==> config.mk <==
export PLATFORM = sky130hd
export DESIGN_NAME = rvvi_retire_sequencer
export DESIGN_NICKNAME = d
export VERILOG_FILES = /design/src/rtl/rvvi_retire_sequencer.sv
export SDC_FILE = /design/constraint.sdc
export NUM_CORES = 1
export LEC_CHECK = 0
export ABC_AREA = 0
export BUFFER_PORTS_ARGS = -buffer_cell sky130_fd_sc_hd__buf_4
export CAP_MARGIN = 20
export CELL_PAD_IN_SITES_DETAIL_PLACEMENT = 0
export CELL_PAD_IN_SITES_GLOBAL_PLACEMENT = 2
export CORE_MARGIN = 2
export CORE_UTILIZATION = 45
export CTS_CLUSTER_DIAMETER = 40
export CTS_CLUSTER_SIZE = 25
export DETAILED_ROUTE_END_ITERATION = 8
export PLACE_DENSITY_LB_ADDON = 0.05
export RECOVER_POWER = 50
export SYNTH_ARGS = -nofsm -noshare
export SYNTH_HDL_FRONTEND = slang
export SYNTH_SLANG_ARGS = --single-unit
==> constraint.sdc <==
create_clock -name clk -period 7.3 [get_ports clk]
set_input_delay 1.46 -clock clk [delete_from_list [all_inputs] [get_ports clk]]
set_output_delay 1.46 -clock clk [all_outputs]
set_load 0.05 [all_outputs]
==> src/rtl/rvvi_retire_sequencer.sv <==
// rvvi_retire_sequencer: folds a multi-hart, multi-slot retirement trace into
// one in-order stream of samples for a coverage sampler. Each cycle, every
// valid lane is written into a shared FIFO in lane order. If the FIFO cannot
// hold the whole group, the group is dropped and counted.
module rvvi_retire_sequencer #(
    parameter int NHART  = 1,
    parameter int RETIRE = 1,
    parameter int ILEN   = 32,
    parameter int DEPTH  = 8,
    localparam int N     = NHART * RETIRE,
    localparam int HW    = (NHART > 1) ? $clog2(NHART) : 1,
    localparam int SW    = (RETIRE > 1) ? $clog2(RETIRE) : 1,
    localparam int PW    = $clog2(DEPTH),
    localparam int OW    = PW + 1
) (
    input  logic              clk,
    input  logic              reset,
    input  logic [N-1:0]      in_valid,
    input  logic [N*ILEN-1:0] in_insn,
    input  logic [N-1:0]      in_trap,
    output logic              out_valid,
    input  logic              out_ready,
    output logic [ILEN-1:0]   out_insn,
    output logic              out_compressed,
    output logic              out_trap,
    output logic [HW-1:0]     out_hart,
    output logic [SW-1:0]     out_slot,
    output logic              overflow,
    output logic [15:0]       drop_count,
    output logic [OW-1:0]     occupancy
);

    typedef struct packed {
        logic [ILEN-1:0] insn;   // already trimmed to 16 bits when compressed
        logic            trap;
        logic [HW-1:0]   hart;
        logic [SW-1:0]   slot;
    } entry_t;

    localparam logic [OW-1:0] DEPTH_W = OW'(DEPTH);

    entry_t          mem_q [DEPTH];
    logic [PW-1:0]   wr_ptr_q, wr_ptr_d;
    logic [PW-1:0]   rd_ptr_q, rd_ptr_d;
    logic [OW-1:0]   occ_q, occ_d;
    logic            ovf_q, ovf_d;
    logic [15:0]     drop_q, drop_d;

    logic [OW-1:0]   cnt;
    logic [PW-1:0]   lane_off [N];
    logic [PW-1:0]   wr_idx   [N];
    entry_t          lane_entry [N];
    logic            pop;
    logic [OW-1:0]   free;
    logic            accept;
    logic [16:0]     drop_sum;

    // Per-lane entry formatting: trim compressed instructions and tag the lane's hart/slot.
    always_comb begin
        for (int i = 0; i < N; i++) begin
            lane_entry[i].insn = in_insn[i*ILEN +: ILEN];
            if (in_insn[i*ILEN +: 2] != 2'b11) begin
                lane_entry[i].insn = {{(ILEN-16){1'b0}}, in_insn[i*ILEN +: 16]};
            end
            lane_entry[i].trap = in_trap[i];
            lane_entry[i].hart = HW'(i / RETIRE);
            lane_entry[i].slot = SW'(i % RETIRE);
        end
    end

    // Running popcount: each valid lane's slot offset is the number of valid lanes below it.
    always_comb begin
        // NOTE: blocking assignments here make cnt a running sum across loop
        // iterations; in always_comb this is pure logic, not state.
        cnt = '0;
        for (int i = 0; i < N; i++) begin
            lane_off[i] = cnt[PW-1:0];
            wr_idx[i]   = wr_ptr_q + cnt[PW-1:0];
            if (in_valid[i]) begin
                cnt = cnt + 1'b1;
            end
        end
    end

    // Admission control and next-state for pointers, occupancy and drop accounting.
    always_comb begin
        pop      = out_valid && out_ready;
        free     = DEPTH_W - occ_q + OW'(pop);
        accept   = (cnt <= free);
        drop_sum = {1'b0, drop_q} + 17'(cnt);

        wr_ptr_d = wr_ptr_q + (accept ? cnt[PW-1:0] : '0);
        rd_ptr_d = rd_ptr_q + PW'(pop);
        occ_d    = occ_q + (accept ? cnt : '0) - OW'(pop);
        ovf_d    = ovf_q;
        drop_d   = drop_q;
        if (!accept) begin
            ovf_d  = 1'b1;
            drop_d = drop_sum[16] ? 16'hFFFF : drop_sum[15:0];
        end
    end

    // Control state; reset wins over any push or pop on the same edge.
    always_ff @(posedge clk) begin
        // NOTE: sequential state is updated with non-blocking assignments so
        // every register samples the pre-edge values regardless of block order.
        if (reset) begin
            wr_ptr_q <= '0;
            rd_ptr_q <= '0;
            occ_q    <= '0;
            ovf_q    <= 1'b0;
            drop_q   <= '0;
        end else begin
            wr_ptr_q <= wr_ptr_d;
            rd_ptr_q <= rd_ptr_d;
            occ_q    <= occ_d;
            ovf_q    <= ovf_d;
            drop_q   <= drop_d;
        end
    end

    // FIFO storage: write every valid lane of an accepted group at its offset slot.
    always_ff @(posedge clk) begin
        // NOTE: storage is deliberately not reset; occupancy alone decides
        // which entries are meaningful, so clearing the array buys nothing.
        if (!reset && accept) begin
            for (int i = 0; i < N; i++) begin
                if (in_valid[i]) begin
                    mem_q[wr_idx[i]] <= lane_entry[i];
                end
            end
        end
    end

    // Outputs come only from registered state, so there is no in_* to out_* path.
    always_comb begin
        out_valid      = (occ_q != '0);
        out_insn       = mem_q[rd_ptr_q].insn;
        out_compressed = (mem_q[rd_ptr_q].insn[1:0] != 2'b11);
        out_trap       = mem_q[rd_ptr_q].trap;
        out_hart       = mem_q[rd_ptr_q].hart;
        out_slot       = mem_q[rd_ptr_q].slot;
        overflow       = ovf_q;
        drop_count     = drop_q;
        occupancy      = occ_q;
    end

endmodule

==> flow_metrics.py, run 1 <==
metrics = {
    "run_status": {
        "outcome": "finished, final reports clean",
    },
    "timing": {
        "setup_tns_ns": 0,
        "hold_viol_final": 0,
        "finalClockSkew_ns": 0.0226,
        "max_freq_mhz": 216,
        "drv_slew": 0,
        "fin_ws_ns": 2.67,
        "rsz0062_at_grt": "false",
        "setup_viol": 0,
        "max_slew_margin": 0.0939,
        "period_minus_slack_ns": 4.63,
        "period_share": 0.635,
        "whs_ns": 0.481,
        "worst_pin_slew_ns": 1.36,
    },
    "yosys": {
        "synth_seq_cells": 291,
        "yosysWarningCount": 0,
        "synth.cell_area_um2": 11500,
        "avgSynthCellArea_um2": 20.2,
        "seq_area_frac_synth": 0.735,
        "syn_inst": 571,
        "synth_cell_type_count": 47,
    },
    "setup_path": {
        "critPathCapture": "out_compressed",
        "cp.arrival_ns": 3.17,
        "r2r-start": "occupancy[2]",
        "crit_path_end_kind": "output port",
        "path_class": "flip-flop to output port",
        "cp-start-kind": "flip-flop",
        "worstPathMaxFanout": 44,
        "rr_endpoint": "occupancy[1]",
        "worstPathRequired_ns": 5.84,
        "crit_start": "rd_ptr_q[0]",
        "reg2reg_depth": 16,
        "r2r_slack_ns": 3.71,
    },
    "clocking": {
        "root_buffer": "clkbuf_16",
        "cts_tree": "done",
        "clk_pin_slew_worst_paths_ns": 0.05,
        "cts_resized": 0,
        "cts_made_buffers": 37,
        "hold_buffers": 0,
        "clock_latency_ns": 0.51,
        "post_cts_buffers": 0,
        "cts_max_path_buffers": 3,
        "cts.sinks": 291,
        "cts_max_level": 2,
    },
    "global_routing": {
        "grt_pass1_wl_um": 35200,
        "grt_pass1_vias": 6025,
        "antenna_found_initial": 0,
        "grt_overflow_total": 0,
        "grt_max_degree": 68,
        "grt_usage": 0.177,
    },
    "drt": {
        "drtIter0Drc": 372,
        "drc_errors": 0,
        "first_pass_iters": 5,
        "drt-total-wl_um": 22800,
        "vias": 5694,
        "postRouteAntennaNets": 0,
        "wl_per_cell_um": 21.7,
        "routed_via_density": 5.42,
    },
    "floorplan": {
        "start_util": 0.458,
        "die_w_um": 164,
        "num_rows": 58,
        "die_area_um2": 26900,
        "die_h_um": 164,
        "core-area_um2": 25200,
        "num_io_pins": 95,
    },
    "pwr": {
        "powerDensity_nw_per_um2": 365,
        "vdd_drop_max_mv": 0.213,
        "power.total_mw": 4.99,
        "power.leakage_nw": 4.49,
    },
    "final_layout": {
        "num-nets-final": 745,
        "drive_gt1_frac": 0.335,
        "area_delta_synth_final_pct": 18.7,
        "num_antenna_cells": 0,
        "final_util": 0.543,
    },
    "placed_design": {
        "port_buffers": 92,
        "routabilityCongestion": 0.752,
        "dp_hpwl_um": 12900,
        "pre_cts_slack_ns": 2.84,
    },
    "worst_hold_path": {
        "min_path_type": "flip-flop to flip-flop",
    },
    "run": {
        "cap_violations": 0,
    },
}
[kinds of logic after synthesis]
family | count (synthesis) | share of synthesized area
flip-flops | 291 | 0.735
multiplexers | 100 | 0.162
adder cells (fa/ha/maj) | 16 | 0.0180
AND/OR/NAND/NOR | 91 | 0.0487
other | 1 | 0.000325
AO/OA/AOI/OAI | 20 | 0.0105
buffers and inverters | 39 | 0.0149
XOR/XNOR | 13 | 0.0105
[layout by cell type (no fill, tap or decap), types with 3 or more instances in the layout]
cell type	count
a21oi_1	12
a31oi_1	3
and3_1	20
buf_4	68
clkbuf_1	43
clkbuf_16	38
clkinv_1	6
clkinv_2	4
clkinv_4	5
clkinvlp_4	6
dfxtp_1	24
edfxtp_1	264
ha_1	15
inv_1	12
mux2_2	33
mux4_2	66
nand2_1	12
nand3_1	4
nor2_1	13
nor2b_1	6
nor3_1	7
nor3_2	3
nor4_1	5
xnor2_1	10
[state kept, by name, indices dropped and copies added, names as in the netlist]
register	cells
drop_count	16
mem_q	264
occupancy	4
overflow	1
rd_ptr_q	3
wr_ptr_q	3
[power breakdown]
part	total, mW	internal, mW	switching (mW)
registers	2.04	1.91	0.131
logic	1.24	0.517	0.725
clock network	1.70	1.03	0.673
[final cells by class]
type | count | area [um2]
clock inverter | 25 | 216
sequential | 291 | 8480
multi-input combinational | 242 | 2890
timing repair buffer | 108 | 664
fill | 1999 | 11500
clock buffer | 42 | 966
tap | 330 | 413
inverter | 12 | 45.0
[routing by layer]
metal / wire [um] / vias up / global-route usage
li1: - / 2588 / -
met1: 9410 / 2927 / 0.225
met2: 11700 / 140 / 0.308
met3: 1110 / 39 / 0.0348
met4: 546 / 0 / 0.0534
met5: 0 / - / 0
[critical path: stages (launching register included)]
cell,delay [ns]
dfxtp_4,0.96
buf_4,0.56
mux4_2,0.56
mux2_2,0.31
nand2_1,0.07
buf_4,0.19
[cell usage after synthesis, drive strengths merged]
cell type,instances,area share
edfxtp,264,0.69
mux4,66,0.13
mux2,33,0.032
dfxtp,27,0.047
and3,21,0.012
clkbuf,15,0.0049
ha,15,0.016
nor2,15,0.0051
a21oi,12,0.0052
buf,12,0.0061
inv,12,0.0039
nand2,12,0.0039
xnor2,11,0.0090
nor3,10,0.0048
nor2b,7,0.0040
nor4,7,0.0051
nand3,5,0.0033
a31oi,3,0.0016
and4b,2,0.0017
nand4,2,0.0024
nor3b,2,0.0013
nor4b,2,0.0015
o41ai,2,0.0015
xor2,2,0.0015
a211oi,1,0.00065
a311oi,1,0.00076
a41oi,1,0.00076
and2,1,0.00054
and4,1,0.00076
conb,1,0.00033
fa,1,0.0017
mux2i,1,0.00087
nand2b,1,0.00054
nand3b,1,0.00065
or2,1,0.00054
or3,1,0.00098
[through the flow]
| stage | cells | area, um2 |
|---|---|---|
| floorplan | 572 | 11500 |
| global placement | 983 | 12700 |
| detailed placement | 983 | 12700 |
| CTS | 1050 | 13900 |
| global route | 1050 | 13700 |
| finish | 1050 | 13700 |
[how the worst min path moves through the flow]
stage	depth (start not counted)	slack, ns	startpoint	to
global route	2	0.50	overflow	overflow
detailed placement	2	0.47	overflow	overflow
global placement	2	0.45	overflow	overflow
CTS	2	0.48	overflow	overflow
floorplan	2	0.55	wr_ptr_q[2]	wr_ptr_q[2]
finish	2	0.48	overflow	overflow
No activity file was read; power rests on OpenSTA's default activity.
==> inputs of run 2 (changes only) <==
--- a/config.mk
+++ b/config.mk
@@ -11,7 +11,7 @@
 export CELL_PAD_IN_SITES_DETAIL_PLACEMENT = 0
 export CELL_PAD_IN_SITES_GLOBAL_PLACEMENT = 2
 export CORE_MARGIN = 2
-export CORE_UTILIZATION = 45
+export CORE_UTILIZATION = 41
 export CTS_CLUSTER_DIAMETER = 40
 export CTS_CLUSTER_SIZE = 25
 export DETAILED_ROUTE_END_ITERATION = 8
==> constraint.sdc (replaced) <==
create_clock -name clk -period 4.1 [get_ports clk]
set_input_delay 0.82 -clock clk [delete_from_list [all_inputs] [get_ports clk]]
set_output_delay 0.82 -clock clk [all_outputs]
set_load 0.05 [all_outputs]
==> run 2 against run 1 <==
  * Register-to-register slack worse by 3.1 ns
  * Routed wire length grew 3.7%
  * First-iteration DRC count fell by 11%
  * Flip-flop and latch count stayed put
  * Largest power group is now clock
  * Largest cell class unchanged
==> flow_metrics.py, run 2 (same netlist as run 1, synthesis figures left out) <==
metrics = {
    "timing": {
        "max_slew_margin": 0.0936,
        "period_minus_slack_ns": 3.45,
        "rsz0062_at_grt": "false",
        "finalClockSkew_ns": 0.0147,
        "hold_viol_final": 0,
        "worst_pin_slew_ns": 1.36,
        "fin_ws_ns": 0.648,
        "drv_slew": 0,
        "setup_viol": 0,
        "period_share": 0.842,
        "max_freq_mhz": 290,
    },
    "pwr": {
        "power.leakage_nw": 4.67,
        "powerDensity_nw_per_um2": 684,
        "power.total_mw": 9.66,
        "vdd_drop_max_mv": 0.385,
    },
    "setup_path": {
        "r2r_slack_ns": 0.65,
        "path_common_cell": "ha_1",
        "path_class": "flip-flop to flip-flop",
        "max_stage_delay_ns": 0.81,
        "worstPathRequired_ns": 4.32,
        "cp-start-kind": "flip-flop",
        "cp.arrival_ns": 3.67,
        "crit_slowest_cell": "nor2_4",
        "crit_path_end_kind": "flip-flop",
        "crit_chain": "inv_1 -> ha_1 -> nand2_2 -> nand2_1 -> ha_1 -> inv_1 -> ha_1 -> nor3_1 -> nand2_1 -> or2_2 -> nand3_1 -> buf_4 -> nor2_4 -> buf_4",
        "worstPathMaxFanout": 25,
    },
    "global_routing": {
        "met2_usage": 0.284,
        "gr-usage-met3": 0.0350,
        "grt_usage": 0.167,
        "grt_pass1_vias": 6176,
        "antenna_found_initial": 0,
        "grt_pass1_wl_um": 36500,
        "grt_util_met1": 0.217,
        "grt_overflow_total": 0,
        "top_usage_layer": "met2",
        "grt_max_degree": 50,
    },
    "run_status": {
        "outcome": "finished, final reports clean",
    },
    "clocking": {
        "cts.sinks": 291,
        "cts_made_buffers": 41,
        "cts_resized": 0,
        "cts_tree": "done",
        "post_cts_buffers": 0,
        "clock_latency_ns": 0.52,
        "root_buffer": "clkbuf_16",
        "hold_buffers": 0,
        "cts_max_path_buffers": 3,
        "clk_pin_slew_worst_paths_ns": 0.06,
        "cts_max_level": 2,
    },
    "drt": {
        "drc_errors": 0,
        "wl_per_cell_um": 21.3,
        "routed_via_density": 5.15,
        "drt-total-wl_um": 23600,
        "drtIter0Drc": 331,
        "first_pass_iters": 4,
        "vias": 5718,
        "postRouteAntennaNets": 0,
    },
    "final_layout": {
        "mostFrequentLayoutCell": "edfxtp_1",
        "final_cell_count_no_fill": 1111,
        "area_delta_synth_final_pct": 22.7,
        "num_antenna_cells": 0,
        "drive_gt1_frac": 0.359,
        "final_cell_mix": "edfxtp_1, buf_4, mux4_2, clkbuf_16, clkbuf_1",
        "largest_reg_flops": 264,
        "num-nets-final": 753,
    },
    "floorplan": {
        "num_io_pins": 95,
        "num_rows": 61,
        "die_w_um": 172,
        "start_util": 0.416,
        "die_h_um": 172,
        "die_area_um2": 29500,
        "core-area_um2": 27700,
    },
    "placed_design": {
        "routabilityCongestion": 0.746,
        "port_buffers": 92,
        "placed_cells": 1034,
        "pre_cts_slack_ns": 0.360,
        "dp_hpwl_um": 13800,
    },
    "worst_hold_path": {
        "min_path_type": "flip-flop to flip-flop",
    },
    "run": {
        "cap_violations": 0,
    },
}
-- run 2: area by class of cell --
type	instances	area [um2]
well taps	378	473
clock inverters	31	388
fillers	2270	13600
multi-input cells	242	2950
repair buffers	112	719
clock buffers	45	1080
inverters	12	45.0
flip-flops and latches	291	8480
-- run 2: critical path, delay by kind of cell, from the launching register on --
kind          cells  cell delay (ns)
simple gates      7             1.37
fa+ha+maj         3             0.74
buf+inv           4             0.69
flops             1             0.36
-- run 2: final timing paths --
check                             startpoint     endpoint  depth (start not counted)
worst max-delay path            occupancy[2]  mem_q[6][0]                         14
worst min-delay path                overflow     overflow                          2
worst min register to register      overflow     overflow                          2
worst max register to register  occupancy[2]  mem_q[6][0]                         14
-- run 2: stage by stage --
stage                     cell area [um2]  TNS (ns)  hold slack [ns]   util
after floorplan                     11600     -4.50            0.587      -
after global placement              12800         0            0.451  0.463
after detailed placement            12800         0            0.468  0.463
after CTS                           14300         0            0.480  0.517
after global routing                14100         0            0.494  0.510
final                               14100         0            0.473  0.510
-- run 2: where the power goes --
part | total, mW | switching (mW) | leakage [nW] | internal [mW]
clock network | 3.70 | 1.36 | 0.707 | 2.34
logic | 2.40 | 1.43 | 1.34 | 0.976
registers | 3.56 | 0.148 | 2.62 | 3.41
total | 9.66 | 2.94 | 4.67 | 6.72
-- run 2: per-layer routing --
layer | up-vias | wire (um)
li1 | 2613 | -
met1 | 2954 | 10200
met2 | 120 | 11900
met3 | 31 | 1020
met4 | 0 | 437
met5 | - | 0
